$ cat src/rtl/sfu_pkg.sv
// Shared definitions for the psum sequencer: FSM state encoding and SFU command bit positions.
// No logic; imported by psum_seq.
// Counter width is shared so every counter and tag bus stays 11 bits.
package sfu_pkg;
    localparam int CNT_W = 11;

    localparam logic [2:0] ST_IDLE  = 3'd0;
    localparam logic [2:0] ST_WRITE = 3'd1;
    localparam logic [2:0] ST_ACC   = 3'd2;
    localparam logic [2:0] ST_READ  = 3'd3;
    localparam logic [2:0] ST_DRAIN = 3'd4;

    localparam int SFU_WR  = 0;
    localparam int SFU_ACC = 1;
    localparam int SFU_RD  = 2;
endpackage

$ cat src/rtl/tag_delay.sv
// Fixed-depth shift pipe that carries a valid flag plus tags alongside the SFU read path.
// Latency: DEPTH cycles from d to q.
// Backpressure: none; flush clears every stage synchronously.
module tag_delay #(
    parameter int W     = 23,
    parameter int DEPTH = 2
) (
    input  logic         clk,
    input  logic         reset,
    input  logic         flush,
    input  logic [W-1:0] d,
    output logic [W-1:0] q
);
    logic [W-1:0] pipe [DEPTH];

    always_ff @(posedge clk or posedge reset) begin
        if (reset) begin
            for (int i = 0; i < DEPTH; i++) pipe[i] <= '0;
        end else if (flush) begin
            for (int i = 0; i < DEPTH; i++) pipe[i] <= '0;
        end else begin
            pipe[0] <= d;
            for (int i = 1; i < DEPTH; i++) pipe[i] <= pipe[i-1];
        end
    end

    assign q = pipe[DEPTH-1];
endmodule

$ cat src/rtl/psum_seq.sv
// Tile sequencer: streams psum words into the SFU, triggers accumulate, then reads results back out.
// Latency: read results appear RD_LAT cycles after each issue; done coincides with the final out_valid.
// Backpressure: psum_ready is high only in WRITE; every other phase runs on fixed cycle counts.
module psum_seq
    import sfu_pkg::*;
#(
    parameter int LEN_NIJ = 16,
    parameter int LEN_KIJ = 9,
    parameter int NUM_OC  = 8,
    parameter int RD_LAT  = 2
) (
    input  logic             clk,
    input  logic             reset,
    input  logic             start,
    input  logic             abort,
    input  logic             psum_valid,
    output logic             psum_ready,
    output logic [3:0]       sfu_inst,
    output logic [CNT_W-1:0] sfu_nij,
    output logic [CNT_W-1:0] sfu_oc,
    output logic             out_valid,
    output logic [CNT_W-1:0] out_nij,
    output logic [CNT_W-1:0] out_oc,
    output logic             busy,
    output logic             done
);
    localparam logic [CNT_W-1:0] WR_LAST  = CNT_W'(LEN_KIJ * LEN_NIJ - 1);
    // ACC spans the accumulate cycle plus the full wait, so its terminal is the wait length itself
    localparam logic [CNT_W-1:0] ACC_LAST = CNT_W'((LEN_KIJ + 1) * LEN_NIJ);
    localparam logic [CNT_W-1:0] NIJ_LAST = CNT_W'(LEN_NIJ - 1);
    localparam logic [CNT_W-1:0] OC_LAST  = CNT_W'(NUM_OC - 1);
    localparam logic [CNT_W-1:0] DR_LAST  = CNT_W'(RD_LAT - 1);

    logic [2:0]       state;
    logic [CNT_W-1:0] wcnt, acnt, rd_nij, rd_oc, dcnt;
    logic             accept, rd_issue;
    logic [2*CNT_W:0] dly_q;

    assign psum_ready = (state == ST_WRITE);
    assign accept     = psum_valid & psum_ready;
    assign rd_issue   = (state == ST_READ);
    assign busy       = (state != ST_IDLE);
    assign done       = (state == ST_DRAIN) && (dcnt == DR_LAST) && !abort;
    assign sfu_nij    = rd_nij;
    assign sfu_oc     = rd_oc;

    always_comb begin
        sfu_inst = 4'b0000;
        if (accept)                             sfu_inst[SFU_WR]  = 1'b1;
        if ((state == ST_ACC) && (acnt == '0))  sfu_inst[SFU_ACC] = 1'b1;
        if (rd_issue)                           sfu_inst[SFU_RD]  = 1'b1;
    end

    always_ff @(posedge clk or posedge reset) begin
        if (reset) begin
            state  <= ST_IDLE;
            wcnt   <= '0;
            acnt   <= '0;
            rd_nij <= '0;
            rd_oc  <= '0;
            dcnt   <= '0;
        end else if (abort) begin
            state  <= ST_IDLE;
            wcnt   <= '0;
            acnt   <= '0;
            rd_nij <= '0;
            rd_oc  <= '0;
            dcnt   <= '0;
        end else begin
            case (state)
                ST_IDLE: begin
                    if (start) begin
                        state <= ST_WRITE;
                        wcnt  <= '0;
                    end
                end
                ST_WRITE: begin
                    if (accept) begin
                        if (wcnt == WR_LAST) begin
                            state <= ST_ACC;
                            wcnt  <= '0;
                            acnt  <= '0;
                        end else begin
                            wcnt <= wcnt + 1'b1;
                        end
                    end
                end
                ST_ACC: begin
                    if (acnt == ACC_LAST) begin
                        state  <= ST_READ;
                        acnt   <= '0;
                        rd_nij <= '0;
                        rd_oc  <= '0;
                    end else begin
                        acnt <= acnt + 1'b1;
                    end
                end
                ST_READ: begin
                    if (rd_oc == OC_LAST) begin
                        rd_oc <= '0;
                        if (rd_nij == NIJ_LAST) begin
                            state  <= ST_DRAIN;
                            rd_nij <= '0;
                            dcnt   <= '0;
                        end else begin
                            rd_nij <= rd_nij + 1'b1;
                        end
                    end else begin
                        rd_oc <= rd_oc + 1'b1;
                    end
                end
                ST_DRAIN: begin
                    if (dcnt == DR_LAST) begin
                        state <= ST_IDLE;
                        dcnt  <= '0;
                    end else begin
                        dcnt <= dcnt + 1'b1;
                    end
                end
                default: state <= ST_IDLE;
            endcase
        end
    end

    tag_delay #(
        .W     (2 * CNT_W + 1),
        .DEPTH (RD_LAT)
    ) u_tag_delay (
        .clk   (clk),
        .reset (reset),
        .flush (abort),
        .d     ({rd_issue, rd_nij, rd_oc}),
        .q     (dly_q)
    );

    assign out_valid = dly_q[2*CNT_W];
    assign out_nij   = dly_q[2*CNT_W-1:CNT_W];
    assign out_oc    = dly_q[CNT_W-1:0];
endmodule

$ cat config.mk
export PLATFORM = sky130hd
export DESIGN_NAME = psum_seq
export DESIGN_NICKNAME = d
export VERILOG_FILES = /design/src/rtl/sfu_pkg.sv /design/src/rtl/tag_delay.sv /design/src/rtl/psum_seq.sv
export SDC_FILE = /design/constraint.sdc
export NUM_CORES = 1
export LEC_CHECK = 0
export ABC_CLOCK_PERIOD_IN_PS = 4000
export CORE_MARGIN = 5
export CORE_UTILIZATION = 56
export CTS_BUF_LIST = sky130_fd_sc_hd__clkbuf_8 sky130_fd_sc_hd__clkbuf_16
export CTS_CLUSTER_DIAMETER = 150
export DETAILED_ROUTE_END_ITERATION = 8
export PLACE_DENSITY = 0.81
export SLEW_MARGIN = 20
export SYNTH_ARGS = -nofsm -noshare
export SYNTH_HDL_FRONTEND = slang
export SYNTH_SLANG_ARGS = --single-unit
$ cat constraint.sdc
create_clock -name clk -period 4 [get_ports clk]
set_clock_uncertainty 0.1 [all_clocks]
set_input_delay 0.4 -clock clk [delete_from_list [all_inputs] [get_ports clk]]
set_output_delay 0.4 -clock clk [all_outputs]
set_load 0.02 [all_outputs]
==> summary.md, run 1 <==
| Metric | Value |
|---|---|
| Status | `completed` |
| Die Wd | `105 um` |
| Max_slew headroom | `0.312` |
| Post-CTS sizing | `0` |
| RSZ-0062 raised after global routing | `false` |
| Minimum clock period | `~3.0 ns` |
| Register bit total from synthesis | `104` |
| GRT Total Usage | `0.183` |
| Crit Path Class | `register to output port` |
| Post-synthesis cell type count | `62` |
| Data required, critical path | `3.50 ns` |
| Antenna diodes | `0` |
| CP max-delay cell | `clkdlybuf4s50_1` |
| Gpl congestion | `0.876` |
| Final Cell Area | `0.00569 sq mm` |
| Max FO, Critical Path | `13` |
| Post-Syn Area | `just over 0.005 sq mm` |
| Worst skew pair latency | `0.37 ns` |
| Input/output buffers | `55` |
| Hpwl dp | `6.93 mm` |
| Layout cells sized above 1 | `0.0789` |
| Final ANT Viol Nets | `0` |
| Syn_area_per_cell | `10.2 sq um` |
| Crit path cell chain | `nand2b_1 > or4_1 > nor3_1 > clkdlybuf4s50_1` |
| H-tree depth reported by CTS | `3` |
| Commonest non-fill, non-tap cell in the layout | `dfrtp_1` |
| Hold depth | `1` |
| Final hold viol count | `0` |
| WL final | `9.93 mm` |
| EDFF count, synth | `0` |
| Critical Path AT | `2.46 ns` |
| Min-delay src | `u_tag_delay.pipe[37]$_DFF_PP0_` |
| Hold Slack | `approximately 0.37 ns` |
| Reg2Reg Setup Slack | `1.69 ns` |
| Register area share after synthesis | `0.511` |
| Synth Net Count | `around 510` |
| First DRT Iteration DRCs | `258` |
| Synth Warn # | `0` |
| Nets | `539` |
| Worst hold endpoint | `u_tag_delay.q[14]$_DFF_PP0_` |
| Clk pin slew, worst setup/hold paths | `0.10 ns` |
| CP Capture Type | `output port` |
| Layout area overhead | `11.7%` |
| Die area | `0.0111 sq mm` |
| CTS tree | `built` |
| FF-to-FF Start | `sfu_nij[0]$_DFFE_PP0P_` |
| Vias | `roughly 3,700` |
| Setup Buffers After CTS | `0` |
| Fillers | `720` |
| Final setup vio count | `0` |
| Initial core utilization | `0.579` |
| Async SR Flop Fraction | `1.00` |
| LEAKAGE | `~2.5 nW` |
| Buffer depth of the longest clock path | `2` |
| Period utilization | `0.740` |
| PwrDens | `417 mW/mm^2` |
| Largest net degree at the start of global routing | `71` |
| Commonest cells after routing, fill and taps aside | `dfrtp_1, clkdlybuf4s50_1, nor2b_1` |
| Initial DRT Pass Iterations | `5` |
| Placed Area | `~0.0055 sq mm` |
| RR Endpoint | `dcnt[1]$_DFFE_PP0P_` |
| Detailed-route vias per instance | `between 5 and 6` |
| Hold buffers post-CTS | `0` |
| Worst reg-to-reg path cell count | `6` |
| Die Span Y | `105 um` |
| Max cap viols | `0` |
| Final WS setup | `slightly above 1 ns` |
| Drc violations | `0` |
| Core area | `0.00881 sq mm` |
| First-pass GRT wire length | `16.8 mm` |
| Clock sinks | `104` |
| Hold crit path type | `register to register` |
| Max Slew Vio Count | `0` |
| Routed WL per cell | `15.5 um` |
| F_max | `338 MHz` |
| Io pins | `57` |
| Slew at the pin closest to its max-slew limit | `1.03 ns` |
| Mapped Cells | `500` |
| Grt ovf | `0` |
| CTS buffer count | `9` |
| Startpoint types | `register` |
| Fin Setup TNS | `0 ns` |
| VDD IR max | `0.000326 V` |
| CP peak stage delay | `0.65 ns` |
| Setup WS pre-CTS | `approximately 1.2 ns` |
| Synth Flop Type | `dfrtp_1` |
| Initial antenna violation count | `0` |
| # rows | `34` |
| Vias in the first global route | `between 3,000 and 4,000` |
| Root Buffer | `clkbuf_8` |
==> worst max-delay path by stage <==
stage	start	to
CTS	state[2]$_DFFE_PP0P_	sfu_inst[1]
floorplan	reset	acnt[0]$_DFFE_PP0P_
detailed placement	abort	done
global route	state[2]$_DFFE_PP0P_	sfu_inst[1]
finish	state[2]$_DFFE_PP0P_	sfu_inst[1]
global placement	abort	done
==> layout make-up <==
type | count | area (sq um) | share of cell area
multi-input cells | 340 | 2140 | 0.376
well taps | 108 | 135 | 0.0237
flip-flops and latches | 104 | 2600 | 0.457
repair buffers | 59 | 576 | 0.101
inverters | 13 | 51.3 | 0.00901
clock inverters | 6 | 51.3 | 0.00901
clock buffers | 10 | 138 | 0.0242
==> per-layer routing <==
metal,vias to the layer above,GRT usage,routed length (um)
li1,1806,-,-
met1,1806,0.234,4410
met2,107,0.306,4770
met3,18,0.0324,544
met4,0,0.0787,204
met5,-,0,0
==> through the flow <==
step	std cells	utilization	total power [mW]
2_1_floorplan	500	-	1.63
3_3_place_gp	624	0.624	1.74
3_5_place_dp	624	0.624	1.75
4_1_cts	640	0.646	2.39
5_1_grt	640	0.646	2.51
6_report	640	0.646	2.37
==> sequential cells by signal, summed over array words and instances, names as in the netlist <==
name / cells
state: 3
dcnt: 11
u_tag_delay.pipe: 23
wcnt: 11
acnt: 11
sfu_oc: 11
sfu_nij: 11
u_tag_delay.q: 23
==> report_power, final <==
part | switching [mW] | internal [mW] | total, mW
Clock | 0.378 | 0.252 | 0.631
Sequential | 0.0885 | 1.10 | 1.19
Combinational | 0.342 | 0.213 | 0.555
==> cells by family (layout without fill, tap and decap cells) <==
kind of cell / count (synthesis) / in the layout / synth area share
AOI/OAI and AO/OA: 105 / 105 / 0.142
xor gates and xnor gates: 7 / 7 / 0.0120
adders and majority gates: 7 / 7 / 0.0172
buffers and inverters: 56 / 88 / 0.0709
DFF: 104 / 104 / 0.511
muxes: 6 / 6 / 0.0120
other: 1 / 1 / 0.000736
and+or+nand+nor: 214 / 214 / 0.235
==> critical path: cells and delay by family, from the launching register on <==
kind	cells	cell delay (ns)
and+or+nand+nor	3	0.87
buffers and inverters	1	0.65
DFF	1	0.57
==> Yosys cell counts (2+ instances only) <==
master      n  area (sq um)
a21boi_1    2          15.0
a21o_1      3          22.5
a21oi_1    14          70.1
a22o_1      9          78.8
a31oi_1     8          50.1
and2_1      6          37.5
and3_1     11          68.8
and3_2      2          15.0
buf_2       4          20.0
buf_4      25           188
buf_6       3          33.8
clkbuf_1    8          30.0
clkbuf_8    3          41.3
dfrtp_1   104          2600
ha_1        7          87.6
inv_1      12          45.0
mux2i_1     5          50.1
nand2_1    44           165
nand3_1    23           115
nand3b_1    6          45.0
nand4_1    11          68.8
nor2_1     30           113
nor2b_1    48           300
nor3_1     12          60.1
nor4_1      6          37.5
nor4b_4     2          47.6
o21ai_0    13          65.1
o21ai_1    28           140
o311ai_1    2          17.5
o31a_1      2          17.5
o31ai_1     5          37.5
o41ai_1     6          52.6
or4b_4      2          27.5
xor2_1      6          52.6
(Power assumes the default switching activity.)
==> inputs of run 2 (changes only) <==
--- a/config.mk
+++ b/config.mk
@@ -5,13 +5,13 @@
 export SDC_FILE = /design/constraint.sdc
 export NUM_CORES = 1
 export LEC_CHECK = 0
-export ABC_CLOCK_PERIOD_IN_PS = 4000
+export ABC_CLOCK_PERIOD_IN_PS = 2600
 export CORE_MARGIN = 5
-export CORE_UTILIZATION = 56
+export CORE_UTILIZATION = 51
 export CTS_BUF_LIST = sky130_fd_sc_hd__clkbuf_8 sky130_fd_sc_hd__clkbuf_16
 export CTS_CLUSTER_DIAMETER = 150
 export DETAILED_ROUTE_END_ITERATION = 8
-export PLACE_DENSITY = 0.81
+export PLACE_DENSITY = 0.78
 export SLEW_MARGIN = 20
 export SYNTH_ARGS = -nofsm -noshare
 export SYNTH_HDL_FRONTEND = slang
==> constraint.sdc (replaced) <==
create_clock -name clk -period 2.6 [get_ports clk]
set_clock_uncertainty 0.1 [all_clocks]
set_input_delay 0.26 -clock clk [delete_from_list [all_inputs] [get_ports clk]]
set_output_delay 0.26 -clock clk [all_outputs]
set_load 0.02 [all_outputs]
==> run 2 against run 1 <==
Sequential cell count unchanged. Clock power grew 52%. Combinational power is 70% higher. Worst setup slack lost 0.97 ns. Non-clock buffer count is 9 higher. Register-to-register slack worse by 1.4 ns. Sequential share of layout area decreased by 1.0 points. Die area grew 8.9%. Power increased by 56%. Cell count increased by 5.3%. First-iteration DRC count shrank 0.78%.
==> summary.md, run 2 (synthesis gave the netlist of run 1 again) <==
| Metric | Value |
|---|---|
| Status | `completed (unchanged)` |
| CP peak stage delay | `0.69 ns (was 0.65 ns)` |
| F_max | `between 300 and 400 MHz` |
| Hpwl dp | `7.32 mm (was 6.93 mm)` |
| Final setup vio count | `0 (unchanged)` |
| Minimum clock period | `2.53 ns` |
| Initial antenna violation count | `0 (unchanged)` |
| Gpl congestion | `0.833 (was 0.876)` |
| Root Buffer | `clkbuf_8 (unchanged)` |
| Internal power | `2.43 mW (was 1.56 mW)` |
| CP max-delay cell | `clkdlybuf4s50_1 (unchanged)` |
| Max_slew headroom | `0.494 (was 0.312)` |
| PwrDens | `635 mW/mm^2 (was 417 mW/mm^2)` |
| Buffer depth of the longest clock path | `2 (unchanged)` |
| Critical path buffer and inverter count | `2 (was 1)` |
| Layout area overhead | `14.2% (was 11.7%)` |
| WL final | `10.4 mm (was 9.93 mm)` |
| Die Span Y | `110 um (was 105 um)` |
| CTS buffer count | `9 (unchanged)` |
| First DRT Iteration DRCs | `256 (was 258)` |
| Max cap viols | `0 (unchanged)` |
| Worst skew pair latency | `0.36 ns (was 0.37 ns)` |
| Startpoint types | `register (unchanged)` |
| Vias | `3,820 (was 3,737)` |
| Hold Slack | `0.234 ns (was 0.369 ns)` |
| Logic pwr share | `0.256 (was 0.234)` |
| Reg2Reg Setup Slack | `0.26 ns (was 1.69 ns)` |
| Initial DRT Pass Iterations | `5 (unchanged)` |
| Crit path cell chain | `inv_1 > nor2_1 > clkdlybuf4s50_1 (was nand2b_1 > or4_1 > nor3_1 > clkdlybuf4s50_1)` |
| GRT Total Usage | `0.183 (about the same)` |
| Initial core utilization | `0.522 (was 0.579)` |
| Fillers | `802 (was 720)` |
| Layout cells sized above 1 | `0.0980 (was 0.0789)` |
| Placed Area | `0.00561 sq mm (was 0.00550 sq mm)` |
| Grt ovf | `0 (unchanged)` |
| Setup WS pre-CTS | `0.188 ns (was 1.19 ns)` |
| Antenna diodes | `0 (unchanged)` |
| Crit Path Class | `register to output port (unchanged)` |
| Core Util, Final | `0.595 (was 0.646)` |
| Commonest cells after routing, fill and taps aside | `dfrtp_1, clkdlybuf4s50_1, nor2b_1 (unchanged)` |
| Die Wd | `110 um (was 105 um)` |
| Clk pin slew, worst setup/hold paths | `0.11 ns (was 0.10 ns)` |
| # rows | `36 (was 34)` |
| Non-Filler Instances | `674 (was 640)` |
| Placed Instances | `658 (was 624)` |
| Io pins | `57 (unchanged)` |
| Fin Setup TNS | `0 ns (unchanged)` |
| Detailed-route vias per instance | `5.67 (was 5.84)` |
| Core area | `0.00977 sq mm (was 0.00881 sq mm)` |
| Hold crit path type | `input pin to async pin (was register to register)` |
| Die area | `0.0121 sq mm (was 0.0111 sq mm)` |
| Max FO, Critical Path | `8 (was 13)` |
| Commonest non-fill, non-tap cell in the layout | `dfrtp_1 (unchanged)` |
| Seq pwr share | `0.485 (was 0.500)` |
| Final ANT Viol Nets | `0 (unchanged)` |
| Input/output buffers | `55 (unchanged)` |
| Slew at the pin closest to its max-slew limit | `0.754 ns (was 1.03 ns)` |
| VDD IR max | `0.000384 V (was 0.000326 V)` |
| Family with the most delay on the worst path | `buffers and inverters (was simple AND/OR/NAND/NOR gates)` |
| Vias in the first global route | `3,654 (was 3,597)` |
| CP Capture Type | `output port (unchanged)` |
| Routed WL per cell | `15.4 um (was 15.5 um)` |
| Final WS setup | `0.0683 ns (was 1.04 ns)` |
| Power share of the clock group | `0.259 (was 0.266)` |
| Nets | `548 (was 539)` |
| Clock sinks | `104 (unchanged)` |
| Critical Path AT | `2.17 ns (was 2.46 ns)` |
| Final Cell Area | `0.00582 sq mm (was 0.00569 sq mm)` |
| Largest net degree at the start of global routing | `84 (was 71)` |
| Final hold viol count | `0 (unchanged)` |
| Net Sw Power | `1.26 mW (was 0.809 mW)` |
| Period utilization | `0.974` |
| H-tree depth reported by CTS | `3 (unchanged)` |
| LEAKAGE | `2.59 nW (was 2.52 nW)` |
| Drc violations | `0 (unchanged)` |
| Total Power | `3.69 mW (was 2.37 mW)` |
| Max Slew Vio Count | `0 (unchanged)` |
| Data required, critical path | `2.24 ns (was 3.50 ns)` |
| CTS tree | `built (unchanged)` |
| Multi-input logic area | `0.00216 sq mm (was 0.00214 sq mm)` |
| Switching share of total power | `0.342 (was 0.341)` |
| Reg area | `0.00260 sq mm (unchanged)` |
| First-pass GRT wire length | `17.6 mm (was 16.8 mm)` |
==> run 2: cell count changes in the layout (fill, tap and decap cells not counted), sizes merged <==
| cell | previous run | this run |
|---|---|---|
| buf | 5 | 14 |
| clkbuf | 10 | 9 |
| clkdlybuf4s50 | 54 | 52 |
| clkinv | 4 | 0 |
| clkinvlp | 0 | 3 |
| dlygate4sd2 | 0 | 1 |
| dlymetal6s2s | 0 | 1 |
| inv | 15 | 17 |
==> run 2: layout make-up <==
| class | count | share of cell area |
|---|---|---|
| multi-input combinational | 340 | 0.370 |
| inverter | 13 | 0.00903 |
| clock inverter | 7 | 0.0105 |
| timing repair buffer | 68 | 0.113 |
| clock buffer | 9 | 0.0213 |
| tap | 133 | 0.0286 |
| sequential | 104 | 0.447 |
==> run 2: power groups by stage <==
stage | clock network (mW) | logic [mW] | registers (mW)
finish | 0.956 | 0.945 | 1.79
global route | 1.04 | 1.04 | 1.80
CTS | 0.979 | 0.945 | 1.79
detailed placement | 0 | 0.949 | 1.82
global placement | 0 | 0.922 | 1.81
floorplan | 0 | 0.716 | 1.80
==> run 2: what timing repair did <==
item,in CTS,in global routing
buffers inserted,0,0
hold buffers,0,0
resized for setup,1,4
setup endpoints to repair,1,1
==> run 2: final timing paths <==
kind / startpoint / endpoint / cells past startpoint
worst max-delay path: state[0]$_DFFE_PP0P_ / sfu_inst[2] / 3
min in group clk: abort / state[0]$_DFFE_PP0P_ / 4
worst min register to register: u_tag_delay.pipe[36]$_DFF_PP0_ / u_tag_delay.q[13]$_DFF_PP0_ / 1
worst max register to register: sfu_oc[5]$_DFFE_PP0P_ / dcnt[1]$_DFFE_PP0P_ / 5
max in group asynchronous: reset / dcnt[3]$_DFFE_PP0P_ / 3
worst min-delay path: reset / state[0]$_DFFE_PP0P_ / 3
==> run 2: layer usage <==
metal,GRT usage,vias up,share of wire
met1,0.248,1859,0.44
met3,0.0344,23,0.057
met5,0,-,0
li1,-,1823,-
met2,0.293,115,0.49
met4,0.0712,0,0.019
==> run 2: worst register-to-register path, stage by stage, from the launching register on <==
cell and delay (ns):
dfrtp_1 0.49, nor4_1 0.47, and4_1 0.30, a41oi_2 0.21, nor2_1 0.46, o22ai_1 0.17
